===== src/rtl/adpcm_enc_packer.sv =====
// ADPCM encoder front end: hands PCM samples to the codec over its toggle/ack
// handshake, packs the returned 4-bit codes two per byte and buffers the bytes.
module adpcm_enc_packer #(
   parameter int DEPTH   = 4,
   parameter int TIMEOUT = 64
) (
   input  logic                     clk,
   input  logic                     rstn,
   input  logic                     enable,
   input  logic                     pcm_valid,
   output logic                     pcm_ready,
   input  logic [15:0]              pcm_data,
   input  logic                     flush,
   output logic                     byte_valid,
   input  logic                     byte_ready,
   output logic [7:0]               byte_data,
   output logic                     codec_req,
   input  logic                     codec_ack,
   output logic                     codec_sel_rx,
   output logic [15:0]              codec_pcm,
   input  logic [3:0]               codec_adpcm,
   output logic                     half_pending,
   output logic [$clog2(DEPTH):0]   fifo_level,
   output logic                     err_timeout
);
   localparam int AW = $clog2(DEPTH);
   localparam int LW = AW + 1;
   localparam int CW = $clog2(TIMEOUT + 1);

   typedef enum logic [2:0] {S_IDLE, S_ISSUE, S_WAIT_LO, S_WAIT_HI, S_PACK} state_t;
   state_t state, state_nxt;

   logic [7:0]    mem [DEPTH];
   logic [AW-1:0] wr_ptr, rd_ptr;
   logic [3:0]    held, code;
   logic [CW-1:0] cnt;
   logic          not_full, flush_take, accept, pack_push, push, pop, in_wait, timed_out;
   logic [7:0]    push_data;

   assign codec_sel_rx = 1'b0;
   assign not_full     = fifo_level < LW'(DEPTH);
   assign flush_take   = enable & (state == S_IDLE) & flush & half_pending & not_full;
   // flush wins over a sample arriving in the same cycle
   assign pcm_ready    = enable & (state == S_IDLE) & not_full & ~flush_take;
   assign accept       = pcm_valid & pcm_ready;
   assign pack_push    = (state == S_PACK) & half_pending;
   assign push         = flush_take | pack_push;
   assign push_data    = flush_take ? {4'h0, held} : {code, held};
   assign pop          = byte_ready & byte_valid;
   assign in_wait      = (state == S_WAIT_LO) | (state == S_WAIT_HI);
   assign timed_out    = cnt == CW'(TIMEOUT - 1);
   assign byte_valid   = fifo_level != '0;
   assign byte_data    = byte_valid ? mem[rd_ptr] : 8'h00;

   always_ff @(posedge clk or negedge rstn) begin
      if (!rstn) state <= S_IDLE;
      else       state <= state_nxt;
   end

   always_comb begin
      state_nxt = state;
      case (state)
         S_IDLE:    if (accept) state_nxt = S_ISSUE;
         S_ISSUE:   state_nxt = S_WAIT_LO;
         S_WAIT_LO: if (!codec_ack) state_nxt = S_WAIT_HI;
                    else if (timed_out) state_nxt = S_IDLE;
         S_WAIT_HI: if (codec_ack) state_nxt = S_PACK;
                    else if (timed_out) state_nxt = S_IDLE;
         S_PACK:    state_nxt = S_IDLE;
         default:   state_nxt = S_IDLE;
      endcase
      if (!enable) state_nxt = S_IDLE;
   end

   always_ff @(posedge clk or negedge rstn) begin
      if (!rstn) begin
         codec_pcm    <= '0;
         codec_req    <= 1'b0;
         cnt          <= '0;
         err_timeout  <= 1'b0;
         code         <= '0;
         held         <= '0;
         half_pending <= 1'b0;
         wr_ptr       <= '0;
         rd_ptr       <= '0;
         fifo_level   <= '0;
         for (int i = 0; i < DEPTH; i++) mem[i] <= '0;
      end else if (!enable) begin
         codec_pcm    <= '0;
         codec_req    <= 1'b0;
         cnt          <= '0;
         err_timeout  <= 1'b0;
         code         <= '0;
         held         <= '0;
         half_pending <= 1'b0;
         wr_ptr       <= '0;
         rd_ptr       <= '0;
         fifo_level   <= '0;
         for (int i = 0; i < DEPTH; i++) mem[i] <= '0;
      end else begin
         if (accept) codec_pcm <= pcm_data;
         if (state == S_ISSUE) codec_req <= ~codec_req;

         // counter restarts on every state change, so each ack phase gets its own budget
         if (state_nxt != state) cnt <= '0;
         else if (in_wait)       cnt <= cnt + CW'(1);
         if (in_wait && state_nxt == S_IDLE) err_timeout <= 1'b1;

         if (state == S_WAIT_HI && codec_ack) code <= codec_adpcm;

         if (state == S_PACK) begin
            if (!half_pending) begin
               held         <= code;
               half_pending <= 1'b1;
            end else begin
               half_pending <= 1'b0;
            end
         end
         if (flush_take) half_pending <= 1'b0;

         if (push) begin
            mem[wr_ptr] <= push_data;
            wr_ptr      <= wr_ptr + AW'(1);
         end
         if (pop) rd_ptr <= rd_ptr + AW'(1);
         case ({push, pop})
            2'b10:   fifo_level <= fifo_level + LW'(1);
            2'b01:   fifo_level <= fifo_level - LW'(1);
            default: fifo_level <= fifo_level;
         endcase
      end
   end
endmodule


===== config.mk =====
export PLATFORM = sky130hd
export DESIGN_NAME = adpcm_enc_packer
export DESIGN_NICKNAME = d
export VERILOG_FILES = /design/src/rtl/adpcm_enc_packer.sv
export SDC_FILE = /design/constraint.sdc
export NUM_CORES = 1
export LEC_CHECK = 0
export ABC_AREA = 1
export ABC_CLOCK_PERIOD_IN_PS = 3700
export CAP_MARGIN = 20
export CORE_ASPECT_RATIO = 1.5
export CORE_UTILIZATION = 55
export DETAILED_ROUTE_END_ITERATION = 6
export GPL_ROUTABILITY_DRIVEN = 0
export GPL_TIMING_DRIVEN = 0
export PLACE_DENSITY = 0.79
export SYNTH_ARGS = -nofsm -noshare
export SYNTH_HDL_FRONTEND = slang
export SYNTH_SLANG_ARGS = --single-unit

===== constraint.sdc =====
create_clock -name clk -period 3.7 [get_ports clk]
set_clock_uncertainty 0.15 [all_clocks]
set_input_delay 0.74 -clock clk [delete_from_list [all_inputs] [get_ports clk]]
set_output_delay 0.74 -clock clk [all_outputs]
set_load 0.05 [all_outputs]

==> results_dict.tcl, run 1 <==
set metrics [dict create \
    nets 519 \
    synth_area_leaders "dfrtp_1 (52%), nand3_1 (9.5%), nand2_1 (4.9%)" \
    fin_area_sq_mm 0.00460 \
    final_util 0.709 \
    clock.fmax_mhz 279 \
    required_ns 2.81 \
    syn-num-nets 450 \
    grt_pass1_wl_mm 15.5 \
    grt_pass1_vias 3148 \
    clockPowerShare 0.281 \
    relSlewSlack 0.611 \
    tightestPinTransition_ns 0.584 \
    setup_tns_ns 0 \
    ant_nets 0 \
    grt_max_degree 52 \
    clock_path_buffers 2 \
    layoutNonFillerInstCount 567 \
    numCtsBuffers 9 \
    reg2reg_from "fifo_level[2]" \
    vias 3236 \
    viasPerCell 5.71 \
    worstSetupEndpointType "output pin" \
    first_pass_iters 4 \
    antenna_found_initial 0 \
    crit_path_end "pcm_ready" \
    ys_seq_area_frac 0.518 \
    holdBufCountCts 0 \
    cp-startpoint "enable" \
    wl_per_cell_um 16.5 \
    cp_max_fo 10 \
    ys_ff_latch 76 \
    period_needed_ns 3.59 \
    synthesis.area_sq_mm 0.00367 \
    grt_remaining_overflow 0 \
    cts_tree "done" \
    grtUsageTotal 0.303 \
    die_w_um 68.7 \
    p_leak_uw 0.00211 \
    rsz0062_at_grt "no" \
    comb_power_share 0.341 \
    start_util 0.566 \
    core_sq_mm 0.00649 \
    cts.sinks 76 \
    power_frac_seq 0.378 \
    drc_errors 0 \
    cp-start-kind "input port" \
    r2r_cells 9 \
    multi_input_area_sq_mm 0.00153 \
    synth_edf_count 0 \
    hold_class "in -> async" \
    drtIter0Drc 392 \
    vdd_drop_max_v 0.000348 \
    dp.cells 551 \
    final-seq-area_sq_mm 0.00190 \
    yosysMostFrequentCell "dfrtp_1" \
    postCtsSetupRepairBufs 0 \
    wl_mm 9.37 \
    synth_cell_types 34 \
    antenna_cells 0 \
    cts-htree-levels 3 \
    area_growth_syn_to_layout_pct 25.2 \
    synth_top_area_frac 0.518 \
    status "complete, no violations" \
    power_density_mw_per_mm2 538 \
    worstReg2RegEnd "fifo_level[2]" \
    syn_inst 417 \
    internal_power_uw 1530 \
    cp.arrival_ns 2.70 \
    postSynthAreaPerCell_sq_um 8.81 \
    worstSetupPathType "in -> out" \
    port_buffers 57 \
    period_share 0.970 \
    path_clk_slew_ns 0.09 \
    layout-drive-gt1-share 0.116 \
    yosys_most_used_dff "dfrtp_1" \
    hpwl_mm 6.62 \
    yosysTopAreaCell "dfrtp_1" \
    final_max_slew_viol_count 0 \
    yosysWarnings 0 \
    switching_share 0.383 \
    die_h_um 102 \
    setup_viol 0 \
    cts_root_buffer "clkbuf_8" \
    ys_top_cells_by_count "dfrtp_1 (76), nand3_1 (70), nand2_1 (48)" \
    place_area_sq_mm 0.00436 \
    nFillCells 511 \
    clock_latency_ns 0.35 \
    std_cell_rows 36 \
    cap_violations 0 \
    ioPinCount 60 \
    die_area_sq_mm 0.00702 \
    ff2ff_setup_slack_ns 1.28 \
    async_reset_ff_frac 1.00 \
    hold_viol 0 \
    p_switching_uw 947 \
]
[area by class of cell]
cell class	count	share of cell area
clock buffers	10	0.0277
flip-flops and latches	76	0.413
inverters	43	0.0351
multi-input cells	280	0.332
repair buffers	58	0.134
well taps	76	0.0207
plain buffers	18	0.0177
clock inverters	6	0.0193
[what timing repair did]
| action | 4_1_cts | 5_1_grt |
|---|---|---|
| gates resized for setup | 1 | 8 |
| setup endpoints to repair | 1 | 8 |
| endpoints found under the hold margin | 0 | 0 |
| pin swaps | 0 | 0 |
[layer usage]
layer  wire, um  up-vias  global-route usage
li1           -     1545                   -
met1       3580     1564               0.342
met2       5010      106               0.515
met3        454       21              0.0670
met4        331        0               0.174
met5          0        -                   0
[cells in the final DEF (no fill, tap or decap), types with 4 or more instances in the layout]
cell type and n:
a21oi_1 31, o22ai_1 15, nor2_2 12, clkdlybuf4s50_1 47, o21ai_0 30, nand2_1 48
nand3_1 70, nand2_2 5, inv_1 38, nand3_2 5, dfrtp_1 76, clkbuf_1 12
nor2_1 17, inv_2 4, clkbuf_8 9, ha_1 5, dlymetal6s2s_1 8, o21ai_1 19
[stage by stage]
| step | worst slack, ns | hold WS (ns) | power [uW] |
|---|---|---|---|
| 4_1_cts | 0.0255 | 0.148 | 2480 |
| 2_1_floorplan | 1.01 | 0.294 | 1510 |
| 6_report | 0.112 | 0.143 | 2470 |
| 3_5_place_dp | -0.157 | 0.338 | 1790 |
| 3_3_place_gp | -0.837 | 0.335 | 1780 |
| 5_1_grt | 0.00282 | 0.156 | 2580 |
[state kept, by name, indices dropped and copies added (netlist names)]
signal,cells
codec_req,1
code,4
codec_pcm,16
wr_ptr,2
held,4
fifo_level,3
half_pending,1
err_timeout,1
rd_ptr,2
cnt,7
mem,32
state,3
[cells by family (layout without fill, tap and decap cells)]
family,count (synthesis),after routing,synth area share
other,1,1,0.00102
XOR/XNOR,3,3,0.00715
buffers and inverters,61,135,0.0661
AND/OR/NAND/NOR,170,170,0.240
AO/OA/AOI/OAI,100,100,0.145
adder cells (fa/ha/maj),6,6,0.0225
flip-flops,76,76,0.518
[critical path, stage by stage]
cell	delay, ns
clkdlybuf4s50_1	0.53
inv_2	0.05
nor2_2	0.11
nand3_2	0.10
nor2_4	0.22
clkbuf_1	0.36
dlygate4sd2_1	0.58
[power by group through the flow]
stage	Clock, uW	Sequential [uW]	Combinational [uW]
floorplan	0	1090	417
global placement	0	949	830
detailed placement	0	949	845
CTS	701	934	847
global route	740	941	900
finish	695	934	843
[worst min-delay path by stage]
stage | start | endpoint | slack (ns)
floorplan | rstn | cnt[0] | 0.29
global placement | err_timeout | err_timeout | 0.34
detailed placement | err_timeout | err_timeout | 0.34
CTS | rstn | held[0] | 0.15
global route | rstn | held[0] | 0.16
finish | rstn | held[0] | 0.14
No activity file was read; power rests on OpenSTA's default activity.
==> inputs of run 2 (changes only) <==
--- a/config.mk
+++ b/config.mk
@@ -9,11 +9,12 @@
 export ABC_CLOCK_PERIOD_IN_PS = 3700
 export CAP_MARGIN = 20
 export CORE_ASPECT_RATIO = 1.5
+export CORE_MARGIN = 2
 export CORE_UTILIZATION = 55
 export DETAILED_ROUTE_END_ITERATION = 6
 export GPL_ROUTABILITY_DRIVEN = 0
 export GPL_TIMING_DRIVEN = 0
-export PLACE_DENSITY = 0.79
+export PLACE_DENSITY = 0.82
 export SYNTH_ARGS = -nofsm -noshare
 export SYNTH_HDL_FRONTEND = slang
 export SYNTH_SLANG_ARGS = --single-unit
==> run 2 against run 1 <==
  * Utilization grew 0.077 points
  * Maximum frequency up 6.4%
  * Clock power increased by 3.5%
  * Wire length grew 1.0%
  * Sequential cell count did not move
  * Largest cell class unchanged
  * Largest power group unchanged
==> results_dict.tcl, run 2 (same netlist as run 1, synthesis figures left out) <==
set metrics [dict create \
    status "complete, no violations" \
    area_growth_syn_to_layout_pct 25.3 \
    ant_nets 0 \
    relSlewSlack 0.624 \
    wl_mm 9.47 \
    cp-start-kind "input port" \
    die_h_um 104 \
    grtUsageTotal 0.276 \
    cp_max_fo 10 \
    cts_tree "done" \
    viasPerCell 5.80 \
    dp.cells 551 \
    layout-drive-gt1-share 0.118 \
    hold_class "in -> async" \
    cp_slowest_cell "clkdlybuf4s50_1" \
    cts-htree-levels 3 \
    antenna_cells 0 \
    clock.fmax_mhz 297 \
    cts.sinks 76 \
    antenna_found_initial 0 \
    grt_remaining_overflow 0 \
    hold_viol 0 \
    final_cell_mix "dfrtp_1 (76), nand3_1 (70), nand2_1 (48), clkdlybuf4s50_1 (47), inv_1 (38)" \
    period_share 0.912 \
    hpwl_mm 6.75 \
    core_sq_mm 0.00649 \
    final_util 0.710 \
    grt_pass1_vias 3392 \
    grt_max_degree 61 \
    nFillCells 513 \
    grt_pass1_wl_mm 16.0 \
    cp_slowest_stage_delay_ns 0.53 \
    worstSetupEndpointType "output pin" \
    mostFrequentLayoutCell "dfrtp_1" \
    crit_buf_inv 4 \
    drtIter0Drc 338 \
    required_ns 2.81 \
    die_area_sq_mm 0.00736 \
    cap_violations 0 \
    final_max_slew_viol_count 0 \
    start_util 0.566 \
    wl_per_cell_um 16.7 \
    largest_reg_flops 32 \
    port_buffers 57 \
    clock_path_buffers 2 \
    cp.arrival_ns 2.48 \
    numCtsBuffers 9 \
    drc_errors 0 \
    setup_viol 0 \
    crit_family "buffers and inverters" \
    vias 3290 \
    ioPinCount 60 \
    largestRegisters "mem (32), codec_pcm (16), cnt (7)" \
    nets 519 \
    first_pass_iters 4 \
    setup_slack_ns 0.327 \
    clock_latency_ns 0.35 \
    period_needed_ns 3.37 \
    critical_path.cell_chain "clkdlybuf4s50_1 > inv_2 > nor2_2 > nand3_2 > nor2_4 > clkbuf_1 > clkbuf_2" \
    die_w_um 70.7 \
    cts_root_buffer "clkbuf_8" \
    worstSetupPathType "in -> out" \
    rsz0062_at_grt "no" \
    std_cell_rows 36 \
    p_leak_uw 0.00211 \
    layoutNonFillerInstCount 567 \
    regMostFlops "mem" \
    vdd_drop_max_v 0.000368 \
    dp_slack_ns -0.190 \
    power_density_mw_per_mm2 543 \
    path_clk_slew_ns 0.08 \
    ff2ff_setup_slack_ns 1.22 \
    tightestPinTransition_ns 0.564 \
    postCtsSetupRepairBufs 0 \
]
## run 2: cell types whose count changed in the layout (fill, tap and decap cells not counted)
cell           previous run  this run
clkinv_2                  1         0
clkbuf_2                  0         1
inv_6                     0         1
clkbuf_8                  9        10
dlygate4sd2_1             1         0
clkinv_4                  1         0
## run 2: final timing paths
| path | start | endpoint | depth (start not counted) |
|---|---|---|---|
| min | rstn | held[0] | 1 |
| max | enable | pcm_ready | 7 |
| min reg2reg | codec_pcm[9] | codec_pcm[9] | 2 |
| max reg2reg | fifo_level[2] | fifo_level[2] | 9 |
| min in group clk | codec_pcm[9] | codec_pcm[9] | 2 |
| max in group asynchronous | rstn | err_timeout | 2 |
## run 2: area by class of cell
cell class	instances	area, sq um	area share
Sequential cell	76	1900	0.413
Multi-Input combinational cell	280	1530	0.332
Timing Repair Buffer	58	611	0.133
Inverter	43	161	0.0351
Clock buffer	11	141	0.0307
Tap cell	76	95.1	0.0207
Clock inverter	5	83.8	0.0182
Buffer	18	81.3	0.0177
## run 2: per-stage QoR
step	total power [uW]	hold WS, ns	cell area (sq um)	setup TNS [ns]
finish	2500	0.101	4600	0
global route	2600	0.109	4600	0
CTS	2520	0.0920	4590	0
detailed placement	1800	0.341	4360	-0.190
global placement	1780	0.337	4340	-60.82
floorplan	1510	0.294	3670	0
## run 2: power breakdown
group          switching, uW  internal (uW)  leakage, uW
sequential              53.8            880      0.00105
clock                    318            401     0.000106
combinational            584            264     0.000959
## run 2: metal layers
metal  track usage  wire length, um  vias up
met5             0                0        -
met4         0.142              442        0
met3        0.0533              475       36
met2         0.481             5150      109
met1         0.314             3410     1601
li1              -                -     1544
## run 2: what timing repair did
| action | in CTS | in global routing |
|---|---|---|
| gates resized for setup | 1 | 10 |
| hold endpoints to repair | 0 | 0 |
| setup endpoints to repair | 1 | 9 |
| hold buffers | 0 | 0 |
